[src/rtl/cpu_run_monitor_if.sv]
// Bus between the run monitor and its host: run control, watched CPU port and
// the FWFT log FIFO read side. The monitor uses the slave modport.
interface cpu_run_monitor_if #(
    parameter int DATA_WIDTH      = 32,
    parameter int TS_WIDTH        = 32,
    parameter int FIFO_DEPTH_BITS = 4
);
    logic                       start;
    logic                       stop;
    logic                       cpu_reset;
    logic                       running;
    logic                       done;
    logic                       timeout;
    logic [DATA_WIDTH-1:0]      watch_data;
    logic                       log_rd;
    logic                       log_valid;
    logic [DATA_WIDTH-1:0]      log_value;
    logic [TS_WIDTH-1:0]        log_time;
    logic [FIFO_DEPTH_BITS:0]   log_count;
    logic                       log_overflow;
    logic [TS_WIDTH-1:0]        tick_count;

    modport master (
        output start, stop, watch_data, log_rd,
        input  cpu_reset, running, done, timeout,
        input  log_valid, log_value, log_time, log_count, log_overflow, tick_count
    );

    modport slave (
        input  start, stop, watch_data, log_rd,
        output cpu_reset, running, done, timeout,
        output log_valid, log_value, log_time, log_count, log_overflow, tick_count
    );
endinterface

[src/rtl/cpu_run_monitor.sv]
// Run controller for sc1_cpu: sequences the CPU reset, bounds the run length and
// logs every change of the watched port with its tick timestamp into a FWFT FIFO.
module cpu_run_monitor #(
    parameter int DATA_WIDTH      = 32,
    parameter int TS_WIDTH        = 32,
    parameter int FIFO_DEPTH_BITS = 4,
    parameter int RESET_CYCLES    = 2,
    parameter int MAX_TICKS       = 4000
) (
    input  logic               clk,
    input  logic               reset,
    cpu_run_monitor_if.slave   bus
);

    localparam int                       DEPTH    = 1 << FIFO_DEPTH_BITS;
    localparam logic [FIFO_DEPTH_BITS:0] DEPTH_C  = (FIFO_DEPTH_BITS+1)'(DEPTH);
    localparam int                       RC_W     = (RESET_CYCLES > 1) ? $clog2(RESET_CYCLES) : 1;
    localparam logic [RC_W-1:0]          RC_LOAD  = RC_W'(RESET_CYCLES - 1);
    localparam logic [TS_WIDTH-1:0]      MAX_LAST = TS_WIDTH'(MAX_TICKS - 1);

    typedef enum logic [1:0] {
        S_IDLE  = 2'd0,
        S_RESET = 2'd1,
        S_RUN   = 2'd2,
        S_DONE  = 2'd3
    } state_t;

    state_t                     r_state;
    logic                       r_cpu_reset;
    logic                       r_running;
    logic                       r_done;
    logic                       r_timeout;
    logic                       r_first;
    logic [RC_W-1:0]            r_rst_cnt;
    logic [TS_WIDTH-1:0]        r_tick;
    logic [DATA_WIDTH-1:0]      r_prev;

    logic [FIFO_DEPTH_BITS-1:0] r_wr_ptr;
    logic [FIFO_DEPTH_BITS-1:0] r_rd_ptr;
    logic [FIFO_DEPTH_BITS:0]   r_count;
    logic                       r_overflow;
    logic [DATA_WIDTH-1:0]      r_mem_value [DEPTH];
    logic [TS_WIDTH-1:0]        r_mem_time  [DEPTH];

    logic w_in_run;
    logic w_launch;
    logic w_max_hit;
    logic w_push;
    logic w_empty;
    logic w_full;
    logic w_pop;
    logic w_store;
    logic w_drop;

    assign w_in_run  = (r_state == S_RUN);
    assign w_launch  = bus.start && ((r_state == S_IDLE) || (r_state == S_DONE));
    assign w_max_hit = (MAX_TICKS != 0) && (r_tick == MAX_LAST);

    // The first RUN cycle always logs so the host sees the starting value.
    assign w_push  = w_in_run && (r_first || (bus.watch_data != r_prev));
    assign w_empty = (r_count == '0);
    assign w_full  = (r_count == DEPTH_C);
    assign w_pop   = bus.log_rd && !w_empty;
    assign w_store = w_push && (!w_full || w_pop);
    assign w_drop  = w_push && w_full && !w_pop;

    always_ff @(posedge clk) begin
        if (reset) begin
            r_state     <= S_IDLE;
            r_cpu_reset <= 1'b1;
            r_running   <= 1'b0;
            r_done      <= 1'b0;
            r_timeout   <= 1'b0;
            r_first     <= 1'b0;
            r_rst_cnt   <= '0;
            r_tick      <= '0;
        end else begin
            unique case (r_state)
                S_IDLE, S_DONE: begin
                    if (bus.start) begin
                        r_state     <= S_RESET;
                        r_rst_cnt   <= RC_LOAD;
                        r_tick      <= '0;
                        r_timeout   <= 1'b0;
                        r_done      <= 1'b0;
                        r_cpu_reset <= 1'b1;
                    end
                end
                S_RESET: begin
                    if (r_rst_cnt == '0) begin
                        r_state     <= S_RUN;
                        r_cpu_reset <= 1'b0;
                        r_running   <= 1'b1;
                        r_first     <= 1'b1;
                    end else begin
                        r_rst_cnt <= r_rst_cnt - RC_W'(1);
                    end
                end
                S_RUN: begin
                    r_first <= 1'b0;
                    // The limit wins over stop so a coincident stop still reports timeout.
                    if (bus.stop || w_max_hit) begin
                        r_state     <= S_DONE;
                        r_running   <= 1'b0;
                        r_done      <= 1'b1;
                        r_cpu_reset <= 1'b1;
                        r_timeout   <= w_max_hit;
                    end else begin
                        r_tick <= r_tick + TS_WIDTH'(1);
                    end
                end
                default: r_state <= S_IDLE;
            endcase
        end
    end

    always_ff @(posedge clk) begin
        if (reset || w_launch) begin
            r_wr_ptr   <= '0;
            r_rd_ptr   <= '0;
            r_count    <= '0;
            r_overflow <= 1'b0;
        end else begin
            if (w_store) r_wr_ptr <= r_wr_ptr + FIFO_DEPTH_BITS'(1);
            if (w_pop)   r_rd_ptr <= r_rd_ptr + FIFO_DEPTH_BITS'(1);
            if (w_drop)  r_overflow <= 1'b1;
            unique case ({w_store, w_pop})
                2'b10:   r_count <= r_count + (FIFO_DEPTH_BITS+1)'(1);
                2'b01:   r_count <= r_count - (FIFO_DEPTH_BITS+1)'(1);
                default: r_count <= r_count;
            endcase
        end
    end

    // Storage and the change-detect sample carry no reset; r_first masks r_prev.
    always_ff @(posedge clk) begin
        if (w_store) begin
            r_mem_value[r_wr_ptr] <= bus.watch_data;
            r_mem_time[r_wr_ptr]  <= r_tick;
        end
        if (w_in_run) r_prev <= bus.watch_data;
    end

    assign bus.cpu_reset    = r_cpu_reset;
    assign bus.running      = r_running;
    assign bus.done         = r_done;
    assign bus.timeout      = r_timeout;
    assign bus.tick_count   = r_tick;
    assign bus.log_valid    = !w_empty;
    assign bus.log_count    = r_count;
    assign bus.log_overflow = r_overflow;
    assign bus.log_value    = w_empty ? '0 : r_mem_value[r_rd_ptr];
    assign bus.log_time     = w_empty ? '0 : r_mem_time[r_rd_ptr];

endmodule

[src/flat_wrapper.sv]
// flat-port wrapper written by rule: the top's interface ports become plain ports
module cpu_run_monitor_flat 
#(
    parameter int DATA_WIDTH      = 32,
    parameter int TS_WIDTH        = 32,
    parameter int FIFO_DEPTH_BITS = 4,
    parameter int RESET_CYCLES    = 2,
    parameter int MAX_TICKS       = 4000
)
  (clk, reset, bus_start, bus_stop, bus_watch_data, bus_log_rd, bus_cpu_reset, bus_running, bus_done, bus_timeout, bus_log_valid, bus_log_value, bus_log_time, bus_log_count, bus_log_overflow, bus_tick_count);
  cpu_run_monitor_if #(.DATA_WIDTH(DATA_WIDTH), .TS_WIDTH(TS_WIDTH), .FIFO_DEPTH_BITS(FIFO_DEPTH_BITS)) bus_i ();
  input  logic clk;
  input  logic reset;
  input wire logic [$bits(bus_i.start)-1:0] bus_start;
  input wire logic [$bits(bus_i.stop)-1:0] bus_stop;
  input wire logic [$bits(bus_i.watch_data)-1:0] bus_watch_data;
  input wire logic [$bits(bus_i.log_rd)-1:0] bus_log_rd;
  output wire logic [$bits(bus_i.cpu_reset)-1:0] bus_cpu_reset;
  output wire logic [$bits(bus_i.running)-1:0] bus_running;
  output wire logic [$bits(bus_i.done)-1:0] bus_done;
  output wire logic [$bits(bus_i.timeout)-1:0] bus_timeout;
  output wire logic [$bits(bus_i.log_valid)-1:0] bus_log_valid;
  output wire logic [$bits(bus_i.log_value)-1:0] bus_log_value;
  output wire logic [$bits(bus_i.log_time)-1:0] bus_log_time;
  output wire logic [$bits(bus_i.log_count)-1:0] bus_log_count;
  output wire logic [$bits(bus_i.log_overflow)-1:0] bus_log_overflow;
  output wire logic [$bits(bus_i.tick_count)-1:0] bus_tick_count;
  assign bus_i.start = bus_start;
  assign bus_i.stop = bus_stop;
  assign bus_i.watch_data = bus_watch_data;
  assign bus_i.log_rd = bus_log_rd;
  assign bus_cpu_reset = bus_i.cpu_reset;
  assign bus_running = bus_i.running;
  assign bus_done = bus_i.done;
  assign bus_timeout = bus_i.timeout;
  assign bus_log_valid = bus_i.log_valid;
  assign bus_log_value = bus_i.log_value;
  assign bus_log_time = bus_i.log_time;
  assign bus_log_count = bus_i.log_count;
  assign bus_log_overflow = bus_i.log_overflow;
  assign bus_tick_count = bus_i.tick_count;
  cpu_run_monitor #(.DATA_WIDTH(DATA_WIDTH), .TS_WIDTH(TS_WIDTH), .FIFO_DEPTH_BITS(FIFO_DEPTH_BITS), .RESET_CYCLES(RESET_CYCLES), .MAX_TICKS(MAX_TICKS)) u_core (.clk(clk), .reset(reset), .bus(bus_i));
endmodule
[config.mk]
export PLATFORM = sky130hd
export DESIGN_NAME = cpu_run_monitor_flat
export DESIGN_NICKNAME = d
export VERILOG_FILES = /design/src/rtl/cpu_run_monitor_if.sv /design/src/rtl/cpu_run_monitor.sv /design/src/flat_wrapper.sv
export SDC_FILE = /design/constraint.sdc
export NUM_CORES = 1
export LEC_CHECK = 0
export ABC_AREA = 1
export BUFFER_PORTS_ARGS = -buffer_cell sky130_fd_sc_hd__buf_2
export CAP_MARGIN = 15
export CORE_MARGIN = 3
export CORE_UTILIZATION = 30
export DETAILED_ROUTE_END_ITERATION = 12
export REMOVE_ABC_BUFFERS = 1
export SLEW_MARGIN = 0
export SYNTH_ARGS = -nofsm -noshare
export SYNTH_HDL_FRONTEND = slang
export SYNTH_SLANG_ARGS = --single-unit
[constraint.sdc]
create_clock -name clk -period 7 [get_ports clk]
set_clock_uncertainty 0.05 [all_clocks]
set_input_delay 1.4 -clock clk [delete_from_list [all_inputs] [get_ports clk]]
set_output_delay 1.4 -clock clk [all_outputs]
set_load 0.02 [all_outputs]
* Yosys cells after proc, flatten, opt, wreduce, memory -nomap -nowiden
Memory sizes are Yosys's and may differ from the RTL's. A register that Yosys moved wholly into a read port is not among the register bits. Cells that the tools add are included.
Storage, ports and cells: flip-flop bits (word level) 86, input bits 37, logic and storage cells 90, output and inout port bits 107, memories kept 2, memory bits (writable) 1024
Memories:
- u_core.r_mem_time | words 16, width 32, rd ports 1, clocked after Yosys merged registers in 1, wr ports 1, line cpu_run_monitor.sv:43 | logic [TS_WIDTH-1:0] r_mem_time [DEPTH];
- u_core.r_mem_value | words 16, width 32, rd ports 1, clocked after Yosys merged registers in 1, wr ports 1, line cpu_run_monitor.sv:42 | logic [DATA_WIDTH-1:0] r_mem_value [DEPTH];
Operators by class: reduce and logical (&&, ||, !) cells 27, multiplexer cells 30, add/subtract/negate cells 6, equality and inequality tests 12
Operators by type and width (count):
- $mux W32 | 4
- $pmux W32 S2 | 1
- $add A32 B1 Y32 const B | 1
- $eq A32 B12 Y1 const B | 1
- $ne A32 B32 Y1 | 1
- $mux W4 | 4
- $reduce_and A3 Y1 | 4
- $mux W1 | 10
- $pmux W1 S2 | 5
- $pmux W5 S2 | 1
- $add A4 B1 Y4 const B | 2
- $ne A2 B2 Y1 const B | 4
- $reduce_bool A2 Y1 | 4
- $eq A2 B2 Y1 const B | 3
- $logic_and A1 B1 Y1 | 6
- $mux W2 | 3
- $pmux W2 S3 | 1
- $add A5 B1 Y5 const B | 1
- $eq A5 B5 Y1 const B | 1
- $logic_not A5 Y1 | 1
- $logic_or A1 B1 Y1 | 5
- $sub A5 B1 Y5 const B | 1
- $eq A2 B1 Y1 const B | 2
- $reduce_and A2 Y1 | 2
- 5 further kinds | 7

* Longest topological paths before layout
Gate-level depths: netlist (run 1).
depth in word-level cells 7, gate-level depth with buffers 22, mapped depth without buffers 22

* Worst setup path before layout (run 1)
Ideal clock, no wire load.
path type input port to flip-flop, from in bus_watch_data[26], to mem u_core.r_mem_time[11][0] (enable), required time 6463 ps, stages on the path 13, path slack 1363 ps, path buffers 0, arrival 5101 ps, library setup time 487 ps, cell sequence nand2_1 -> inv_1 -> nor2_1 -> nor2_1 -> nand2_1 -> nor2_1 -> nand2_1 -> nor2_1 -> nand2_1 -> nand2_1 -> a21oi_1 -> nand2_1 -> nor2_1
On the way: cells in the longest elaborated chain, start to end 6
Ends and longest elaborated chain:
- start, declared | line flat_wrapper.sv:16 | input wire logic [$bits(bus_i.watch_data)-1:0] bus_watch_data;
- $ne A32 B32 Y1 | line cpu_run_monitor.sv:60 | assign w_push = w_in_run && (r_first || (bus.watch_data != r_prev));
- $logic_or A1 B1 Y1 | line cpu_run_monitor.sv:60
- $logic_and A1 B1 Y1 | line cpu_run_monitor.sv:60
- $logic_and A1 B1 Y1 | line cpu_run_monitor.sv:64 | assign w_store = w_push && (!w_full || w_pop);
- $mux W1 | line cpu_run_monitor.sv:137 | if (w_store) begin
- $mux W1 (not written as such) | line cpu_run_monitor.sv:139 | r_mem_time[r_wr_ptr] <= r_tick;
- end, declared | line cpu_run_monitor.sv:43
No other way between the ends.

==> impl_table.tex, run 1 <==
\begin{tabular}{lr}
\hline
Metric & Value \\
\hline
\multicolumn{2}{l}{\textbf{Floorplan}} \\
\quad Die width & 391 um \\
\quad Initial cell density of the core & 30.3\% \\
\quad Die outline area & 153000 um2 \\
\quad I/O pin count & 144 \\
\quad Number of cell rows & 140 \\
\quad Die Span Y & 391 um \\
\quad Floorplan Core Area & 146000 um2 \\
\multicolumn{2}{l}{\textbf{Power and ir drop}} \\
\quad Sw Ratio & 33.1\% \\
\quad Power after layout & 17.4 mW \\
\quad Leakage component of the power & 15.8 nW \\
\quad Internal power of the cells & 11.7 mW \\
\quad Net Sw Power & 5.78 mW \\
\quad Worst voltage drop across the vdd grid & 0.305 mV \\
\quad Comb power frac & 23.9\% \\
\quad Pwr per Cell Area & 343 nW/um2 \\
\quad Clock network power share & 32.3\% \\
\quad Register share of total power & 43.8\% \\
\multicolumn{2}{l}{\textbf{Routing}} \\
\quad Routed Wire Length & 127000 um \\
\quad Routed WL per cell & 23.2 um \\
\quad Overall via count from detail\_route & 28800 \\
\quad Post-route ant nets & 0 \\
\quad DRC marker count from the first detailed-route iteration & 2989 \\
\quad Residual DRC & 0 \\
\quad Number of vias per cell after detailed routing & 5.23 \\
\quad Number of optimization iterations in the first detailed-route pass & 5 \\
\multicolumn{2}{l}{\textbf{Logic synthesis}} \\
\quad Main combinational cell family by area after synthesis & compound AO/OA/AOI/OAI gates \\
\quad Count of warnings emitted by yosys & 0 \\
\quad Syn Area/Cell & 13.1 um2 \\
\quad Sequential fraction of the synthesis area & 74.1\% \\
\quad Post-synthesis share of cell area spent on full adders, half adders and majority gates & 0.384\% \\
\quad Seq cells post-synth & 1114 \\
\quad Post-Syn Instances & 3385 \\
\quad Synth Area in Compound Gates & 13.3\% \\
\quad Number of distinct library cells after synthesis & 37 \\
\quad Multiplexer fraction of the synthesized cell area & 0\% \\
\quad Cell area after synthesis & 44400 um2 \\
\quad Xor/xnor share of the synthesized area & 0.790\% \\
\quad Share of synthesized cell area in and, or, nand and nor gates & 8.53\% \\
\multicolumn{2}{l}{\textbf{Run status}} \\
\quad Run status & completed \\
\multicolumn{2}{l}{\textbf{Worst setup path}} \\
\quad Endpoint arrival time on the critical path & 4100 ps \\
\quad Critical Path, Cell by Cell & inv\_8 > buf\_4 > nor2\_1 > o221ai\_1 > o211ai\_1 > a21oi\_1 > buf\_2 \\
\quad Req. time, crit path & 5550 ps \\
\quad Setup crit start kind & flop \\
\quad Largest stage delay, worst path & 840 ps \\
\quad Highest net fanout along the worst path & 171 \\
\quad Highest-delay cell along the critical path & sky130\_fd\_sc\_hd\_\_inv\_8 \\
\quad WP buf/inv & 3 \\
\quad Endpoint type of the worst setup path & output pin \\
\quad Classification of the worst setup path & reg2out \\
\quad Category of cells accounting for the largest share of critical-path delay & buffers and inverters \\
\multicolumn{2}{l}{\textbf{Clocking}} \\
\quad Clock Tree Buf Depth & 3 \\
\quad Post-cts repair resize count & 0 \\
\quad Hold Buf Count CTS & 0 \\
\quad Clock Tree Root & sky130\_fd\_sc\_hd\_\_clkbuf\_16 \\
\quad Number of buffers inserted by post-CTS setup repair & 0 \\
\quad Worst-skew pair later-pin latency & 700 ps \\
\quad Clk slew on worst S/H paths & 60 ps \\
\quad Clock tree from TritonCTS & done \\
\quad Total clock sinks & 1114 \\
\quad Number of buffers created by CTS & 109 \\
\quad CTS H-tree depth & 3 \\
\multicolumn{2}{l}{\textbf{Timing}} \\
\quad Part of the cycle the worst path needs & 79.2\% \\
\quad Number of endpoints with negative hold slack in the final report & 0 \\
\quad Slew @ Worst Pin & 1140 ps \\
\quad Slew Viols, Final & 0 \\
\quad RSZ-0062 raised after global routing & no \\
\quad Worst setup margin & 1450 ps \\
\quad Maximum clock frequency & 0.180 GHz \\
\quad Headroom to the max-slew limit & 24.1\% \\
\quad Final setup violation count & 0 \\
\quad Aggregate negative setup slack & 0 ps \\
\quad Final critical-path required period & 5550 ps \\
\multicolumn{2}{l}{\textbf{GRT}} \\
\quad Pin count of the biggest net entering global routing & 193 \\
\quad Total overflow reported by the global router & 0 \\
\quad Global-route usage over all layers & 16.2\% \\
\quad First-pass GRT wire length & 187000 um \\
\quad Initial antenna violation count & 6 \\
\quad Number of global-route vias before repair & 27700 \\
\multicolumn{2}{l}{\textbf{Layout}} \\
\quad Number of cells in the finished layout apart from fillers & 5498 \\
\quad Layout cell share with drive strength beyond 1 & 12.2\% \\
\quad Fill cell count & 14100 \\
\quad Most common cell after layout, fill and taps aside & sky130\_fd\_sc\_hd\_\_edfxtp\_1 \\
\quad P\&R area growth vs syn & 14.7\% \\
\quad Top library cells by usage in the layout, fill and taps aside & sky130\_fd\_sc\_hd\_\_edfxtp\_1 (1056), sky130\_fd\_sc\_hd\_\_nor2\_1 (598), sky130\_fd\_sc\_hd\_\_o21ai\_0 (523), sky130\_fd\_sc\_hd\_\_o221ai\_1 (182), sky130\_fd\_sc\_hd\_\_nand2\_1 (144) \\
\quad Post-route core utilization & 34.8\% \\
\quad Nets@finish & 3536 \\
\multicolumn{2}{l}{\textbf{Place}} \\
\quad Cell total after placement & 5292 \\
\quad Detailed placer's ending HPWL & 68400 um \\
\quad Count of buffers inserted at the top-level ports & 143 \\
\quad Global placement routability congestion & 0.808 \\
\quad Setup Slack @ Placement & 1610 ps \\
\multicolumn{2}{l}{\textbf{Run}} \\
\quad \# Max-Cap Violations & 0 \\
\multicolumn{2}{l}{\textbf{Hold path}} \\
\quad Path category of the worst min-delay check & reg2reg \\
\hline
\end{tabular}
-- layer usage --
metal,GRT usage (%),vias to the layer above,part of all wire [%]
li1,-,12900,-
met3,3.16,186,7.6
met4,4.52,0,2.4
met2,25.6,1126,46
met1,22.8,14500,44
met5,0,-,0
-- path summary, 6_finish.rpt --
| check | start | endpoint | depth (start not counted) | slack (ps) |
|---|---|---|---|---|
| min | u_core.bus.done | u_core.bus.done | 2 | 410 |
| max | flop | bus_log_time[6] | 7 | 1450 |
| max reg2reg | u_core.r_prev[25] | u_core.r_mem_time[5][25] | 14 | 2870 |
| min reg2reg | u_core.bus.done | u_core.bus.done | 2 | 410 |
-- state kept, by name, summed over array words and instances, names as in the netlist, named ones only --
register / count
u_core.r_first: 1
u_core.r_prev: 32
u_core.bus.running: 1
u_core.r_mem_value: 512
u_core.bus.timeout: 1
u_core.r_state: 2
u_core.bus.log_overflow: 1
u_core.bus.done: 1
u_core.r_rd_ptr: 4
u_core.bus.cpu_reset: 1
u_core.bus.tick_count: 32
u_core.r_rst_cnt: 1
u_core.r_mem_time: 512
u_core.r_wr_ptr: 4
u_core.bus.log_count: 5
-- cells by family (layout without fill, tap and decap cells) --
group | Yosys count | count (layout)
simple gates | 923 | 923
other cells | 0 | 4
compound gates | 974 | 974
buf+inv | 321 | 513
flops | 1114 | 1114
xor+xnor | 40 | 40
fa+ha+maj | 13 | 13
-- worst reg2reg max path: cells and delay by family, from the launching register on --
| kind | cells | cell delay [ps] |
|---|---|---|
| AOI/OAI and AO/OA | 1 | 610 |
| buffers and inverters | 2 | 730 |
| DFF | 1 | 450 |
| and+or+nand+nor | 11 | 1900 |
-- cells in the mapped netlist --
cell / instances / area share [%]
sky130_fd_sc_hd__edfxtp_1: 1056 / 71
sky130_fd_sc_hd__o21a_1: 1 / 0.017
sky130_fd_sc_hd__inv_2: 7 / 0.059
sky130_fd_sc_hd__nor3_2: 6 / 0.14
sky130_fd_sc_hd__nand2_4: 2 / 0.051
sky130_fd_sc_hd__nor4_2: 1 / 0.028
sky130_fd_sc_hd__fa_1: 1 / 0.045
sky130_fd_sc_hd__dfxtp_1: 58 / 2.6
sky130_fd_sc_hd__clkbuf_1: 192 / 1.6
sky130_fd_sc_hd__o211ai_1: 76 / 1.3
sky130_fd_sc_hd__o22ai_1: 75 / 1.1
sky130_fd_sc_hd__nor2_1: 614 / 5.2
sky130_fd_sc_hd__nor3_1: 17 / 0.19
sky130_fd_sc_hd__o21bai_1: 5 / 0.085
sky130_fd_sc_hd__nand2_1: 144 / 1.2
sky130_fd_sc_hd__nor2_2: 1 / 0.014
sky130_fd_sc_hd__a211oi_1: 1 / 0.017
sky130_fd_sc_hd__ha_1: 12 / 0.34
sky130_fd_sc_hd__o21ai_2: 1 / 0.020
sky130_fd_sc_hd__xor2_1: 24 / 0.47
sky130_fd_sc_hd__o21ai_4: 1 / 0.037
sky130_fd_sc_hd__a21oi_2: 11 / 0.22
sky130_fd_sc_hd__nand3_1: 99 / 1.1
sky130_fd_sc_hd__nand3_2: 1 / 0.023
sky130_fd_sc_hd__xnor2_1: 16 / 0.32
sky130_fd_sc_hd__nand2_2: 11 / 0.16
sky130_fd_sc_hd__o221ai_1: 182 / 3.6
sky130_fd_sc_hd__a31oi_1: 1 / 0.014
sky130_fd_sc_hd__nand4_1: 21 / 0.30
sky130_fd_sc_hd__o21ai_0: 523 / 5.9
sky130_fd_sc_hd__buf_6: 3 / 0.076
sky130_fd_sc_hd__buf_8: 1 / 0.034
sky130_fd_sc_hd__a21oi_1: 97 / 1.1
sky130_fd_sc_hd__inv_1: 82 / 0.69
sky130_fd_sc_hd__nor3b_1: 6 / 0.10
sky130_fd_sc_hd__buf_1: 9 / 0.076
sky130_fd_sc_hd__buf_2: 27 / 0.30
-- power by group through the flow --
stage	clock network, mW	registers [mW]	logic (mW)
finish	5.64	7.64	4.17
global route	6.01	7.66	4.61
CTS	5.74	7.65	4.22
detailed placement	0	7.79	4.21
global placement	0	7.78	4.16
floorplan	0	7.98	2.46
-- final cells by class --
cell class	instances	area [um2]	area share [%]
sequential	1114	32900	64.6
multi-input combinational	1950	10300	20.3
clock buffer	133	2850	5.60
tap	1917	2400	4.71
timing repair buffer	222	1500	2.94
clock inverter	69	549	1.08
inverter	89	354	0.696
antenna	4	10.0	0.0197
-- metrics by stage --
stage / cell area, um2 / hold WS [ps]
2_1_floorplan: 43400 / 397
3_3_place_gp: 47500 / 402
5_1_grt: 50900 / 429
4_1_cts: 50900 / 417
6_report: 50900 / 412
3_5_place_dp: 47500 / 408
Power figures use the tool's default switching activity.
==> run 2: changes to the inputs <==
Clock period 7 ns to 4.5 ns, I/O delays scaled along.
==> impl_table.tex, run 2 (same netlist as run 1, synthesis figures left out) <==
\begin{tabular}{lr}
\hline
Metric & Value \\
\hline
\multicolumn{2}{l}{\textbf{Run status}} \\
\quad Run status & completed \\
\multicolumn{2}{l}{\textbf{Worst setup path}} \\
\quad Worst Reg-to-Reg Cells & 14 \\
\quad Endpoint arrival time on the critical path & 3360 ps \\
\quad Highest-delay cell along the critical path & sky130\_fd\_sc\_hd\_\_dfxtp\_4 \\
\quad Source of the worst register-to-register timing path & u\_core.bus.tick\_count[1] \\
\quad Endpoint of the worst register-to-register path & u\_core.bus.tick\_count[3] \\
\quad Classification of the worst setup path & reg2out \\
\quad Setup crit start kind & flop \\
\quad Critical Path, Cell by Cell & buf\_4 > o21ai\_0 > o221ai\_1 > nand3\_1 > a21oi\_1 > buf\_2 \\
\quad Largest stage delay, worst path & 700 ps \\
\quad Req. time, crit path & 3550 ps \\
\quad Endpoint type of the worst setup path & output pin \\
\quad Setup slack, reg-to-reg & 1250 ps \\
\quad Highest net fanout along the worst path & 41 \\
\multicolumn{2}{l}{\textbf{GRT}} \\
\quad Initial antenna violation count & 16 \\
\quad Global-route met3 utilization & 3.46\% \\
\quad Pin count of the biggest net entering global routing & 127 \\
\quad Global-route usage over all layers & 16.5\% \\
\quad Most crowded layer after global routing & met2 \\
\quad Met2 routing resource usage after global routing & 26.4\% \\
\quad First-pass GRT wire length & 190000 um \\
\quad GR Util met1 & 22.6\% \\
\quad Number of global-route vias before repair & 28500 \\
\quad Total overflow reported by the global router & 0 \\
\multicolumn{2}{l}{\textbf{Timing}} \\
\quad Headroom to the max-slew limit & 34.7\% \\
\quad Slew @ Worst Pin & 979 ps \\
\quad Final critical-path required period & 4310 ps \\
\quad RSZ-0062 raised after global routing & no \\
\quad Final Hold Slack & 338 ps \\
\quad Part of the cycle the worst path needs & 95.7\% \\
\quad Number of endpoints with negative hold slack in the final report & 0 \\
\quad Final setup violation count & 0 \\
\quad Aggregate negative setup slack & 0 ps \\
\quad Slew Viols, Final & 0 \\
\quad Maximum clock frequency & 0.232 GHz \\
\multicolumn{2}{l}{\textbf{Run}} \\
\quad \# Max-Cap Violations & 0 \\
\multicolumn{2}{l}{\textbf{Power and ir drop}} \\
\quad Register share of total power & 42.5\% \\
\quad Clock network power share & 33.1\% \\
\quad Comb power frac & 24.4\% \\
\quad Worst voltage drop across the vdd grid & 0.371 mV \\
\quad Sw Ratio & 32.7\% \\
\quad Leakage component of the power & 16.4 nW \\
\quad Internal power of the cells & 18.7 mW \\
\quad Net Sw Power & 9.11 mW \\
\quad Pwr per Cell Area & 535 nW/um2 \\
\quad Power after layout & 27.8 mW \\
\multicolumn{2}{l}{\textbf{Clocking}} \\
\quad Clock Tree Root & sky130\_fd\_sc\_hd\_\_clkbuf\_16 \\
\quad Worst-skew pair later-pin latency & 730 ps \\
\quad Clock Tree Buf Depth & 3 \\
\quad Clk slew on worst S/H paths & 60 ps \\
\quad CTS H-tree depth & 3 \\
\quad Number of buffers created by CTS & 115 \\
\quad Clock tree from TritonCTS & done \\
\quad Total clock sinks & 1114 \\
\multicolumn{2}{l}{\textbf{Routing}} \\
\quad Post-route ant nets & 0 \\
\quad Number of optimization iterations in the first detailed-route pass & 5 \\
\quad Overall via count from detail\_route & 29000 \\
\quad Routed WL per cell & 23.0 um \\
\quad Number of vias per cell after detailed routing & 5.21 \\
\quad Residual DRC & 0 \\
\quad DRC marker count from the first detailed-route iteration & 3182 \\
\quad Routed Wire Length & 128000 um \\
\multicolumn{2}{l}{\textbf{Place}} \\
\quad Global placement routability congestion & 0.765 \\
\quad Detailed placer's ending HPWL & 74700 um \\
\quad Count of buffers inserted at the top-level ports & 143 \\
\multicolumn{2}{l}{\textbf{Layout}} \\
\quad Post-route core utilization & 35.6\% \\
\quad Nets@finish & 3608 \\
\quad Most common cell after layout, fill and taps aside & sky130\_fd\_sc\_hd\_\_edfxtp\_1 \\
\quad Top library cells by usage in the layout, fill and taps aside & sky130\_fd\_sc\_hd\_\_edfxtp\_1 (1056), sky130\_fd\_sc\_hd\_\_nor2\_1 (598), sky130\_fd\_sc\_hd\_\_o21ai\_0 (523), sky130\_fd\_sc\_hd\_\_o221ai\_1 (182), sky130\_fd\_sc\_hd\_\_nand2\_1 (144) \\
\quad P\&R area growth vs syn & 17.4\% \\
\quad Footprint of the multi-input gates & 10300 um2 \\
\quad Largest registers ranked by flip-flop count & u\_core.r\_mem\_time: 512 flops, u\_core.r\_mem\_value: 512 flops \\
\quad Layout cell share with drive strength beyond 1 & 14.0\% \\
\quad Fill cell count & 14000 \\
\quad Register area & 32900 um2 \\
\multicolumn{2}{l}{\textbf{Floorplan}} \\
\quad Die width & 391 um \\
\quad Number of cell rows & 140 \\
\quad Floorplan Core Area & 146000 um2 \\
\quad Die Span Y & 391 um \\
\quad Die outline area & 153000 um2 \\
\quad Initial cell density of the core & 30.3\% \\
\quad I/O pin count & 144 \\
\multicolumn{2}{l}{\textbf{Hold path}} \\
\quad Hold Path Depth & 1 \\
\quad Path category of the worst min-delay check & in2reg \\
\quad Hold Crit Start & bus\_watch\_data[27] \\
\quad Terminating pin of the worst hold path & u\_core.r\_mem\_value[12][27] \\
\hline
\end{tabular}
run 2: cell count changes in the layout (fill, tap and decap cells not counted), sizes merged:
cell and change:
clkbuf +6, buf +66, bufinv +3, inv -2, diode -1, clkinv +3
run 2: worst max-delay path by stage:
| stage | start | to |
|---|---|---|
| 2_1_floorplan | flop | bus_log_time[14] |
| 3_3_place_gp | bus_watch_data[20] | u_core.bus.log_count[4] |
| 4_1_cts | flop | bus_log_time[21] |
| 3_5_place_dp | bus_watch_data[14] | u_core.bus.log_count[4] |
| 5_1_grt | flop | bus_log_time[30] |
| 6_report | flop | bus_log_time[4] |
run 2: area by class of cell:
cell class                 instances  share of cell area, %
sequential                      1114                   63.2
clock inverter                    73                   1.26
multi-input combinational       1950                   19.9
antenna                            3                 0.0144
timing repair buffer             288                   4.69
clock buffer                     139                   5.72
tap                             1917                   4.61
inverter                          89                  0.680
run 2: power by group through the flow:
stage,logic (mW),clock network (mW),registers [mW]
after floorplan,3.58,0,12.4
after global placement,6.75,0,12.1
after detailed placement,6.82,0,12.1
after CTS,6.90,9.39,11.8
after global routing,7.54,9.81,11.9
final,6.81,9.21,11.8
run 2: critical path, delay by kind of cell, from the launching register on:
family,cells,cell delay (ps)
buffers and inverters,2,770
AO/OA/AOI/OAI,3,990
flip-flops,1,700
AND/OR/NAND/NOR,1,130
run 2: routing by layer:
| layer | vias to the layer above | share of wire, % | wire length (um) |
|---|---|---|---|
| met5 | - | 0.0070 | 9 |
| met4 | 2 | 2.5 | 3220 |
| met3 | 191 | 7.8 | 9940 |
| met2 | 1050 | 47 | 59600 |
| met1 | 14700 | 43 | 55200 |
| li1 | 13100 | - | - |
run 2: what timing repair did:
| action | 4_1_cts | 5_1_grt |
|---|---|---|
| resized for setup | 0 | 0 |
| setup buffers | 1 | 0 |
| hold buffers | 0 | 0 |
| setup endpoints to repair | 2 | 0 |
run 2: through the flow:
step	worst slack [ps]	std cells	cell area (um2)
6_report	192	5573	52100
5_1_grt	36.4	5571	52100
4_1_cts	142	5570	52100
3_5_place_dp	772	5357	48400
3_3_place_gp	561	5357	48400
2_1_floorplan	-14710	3153	43400
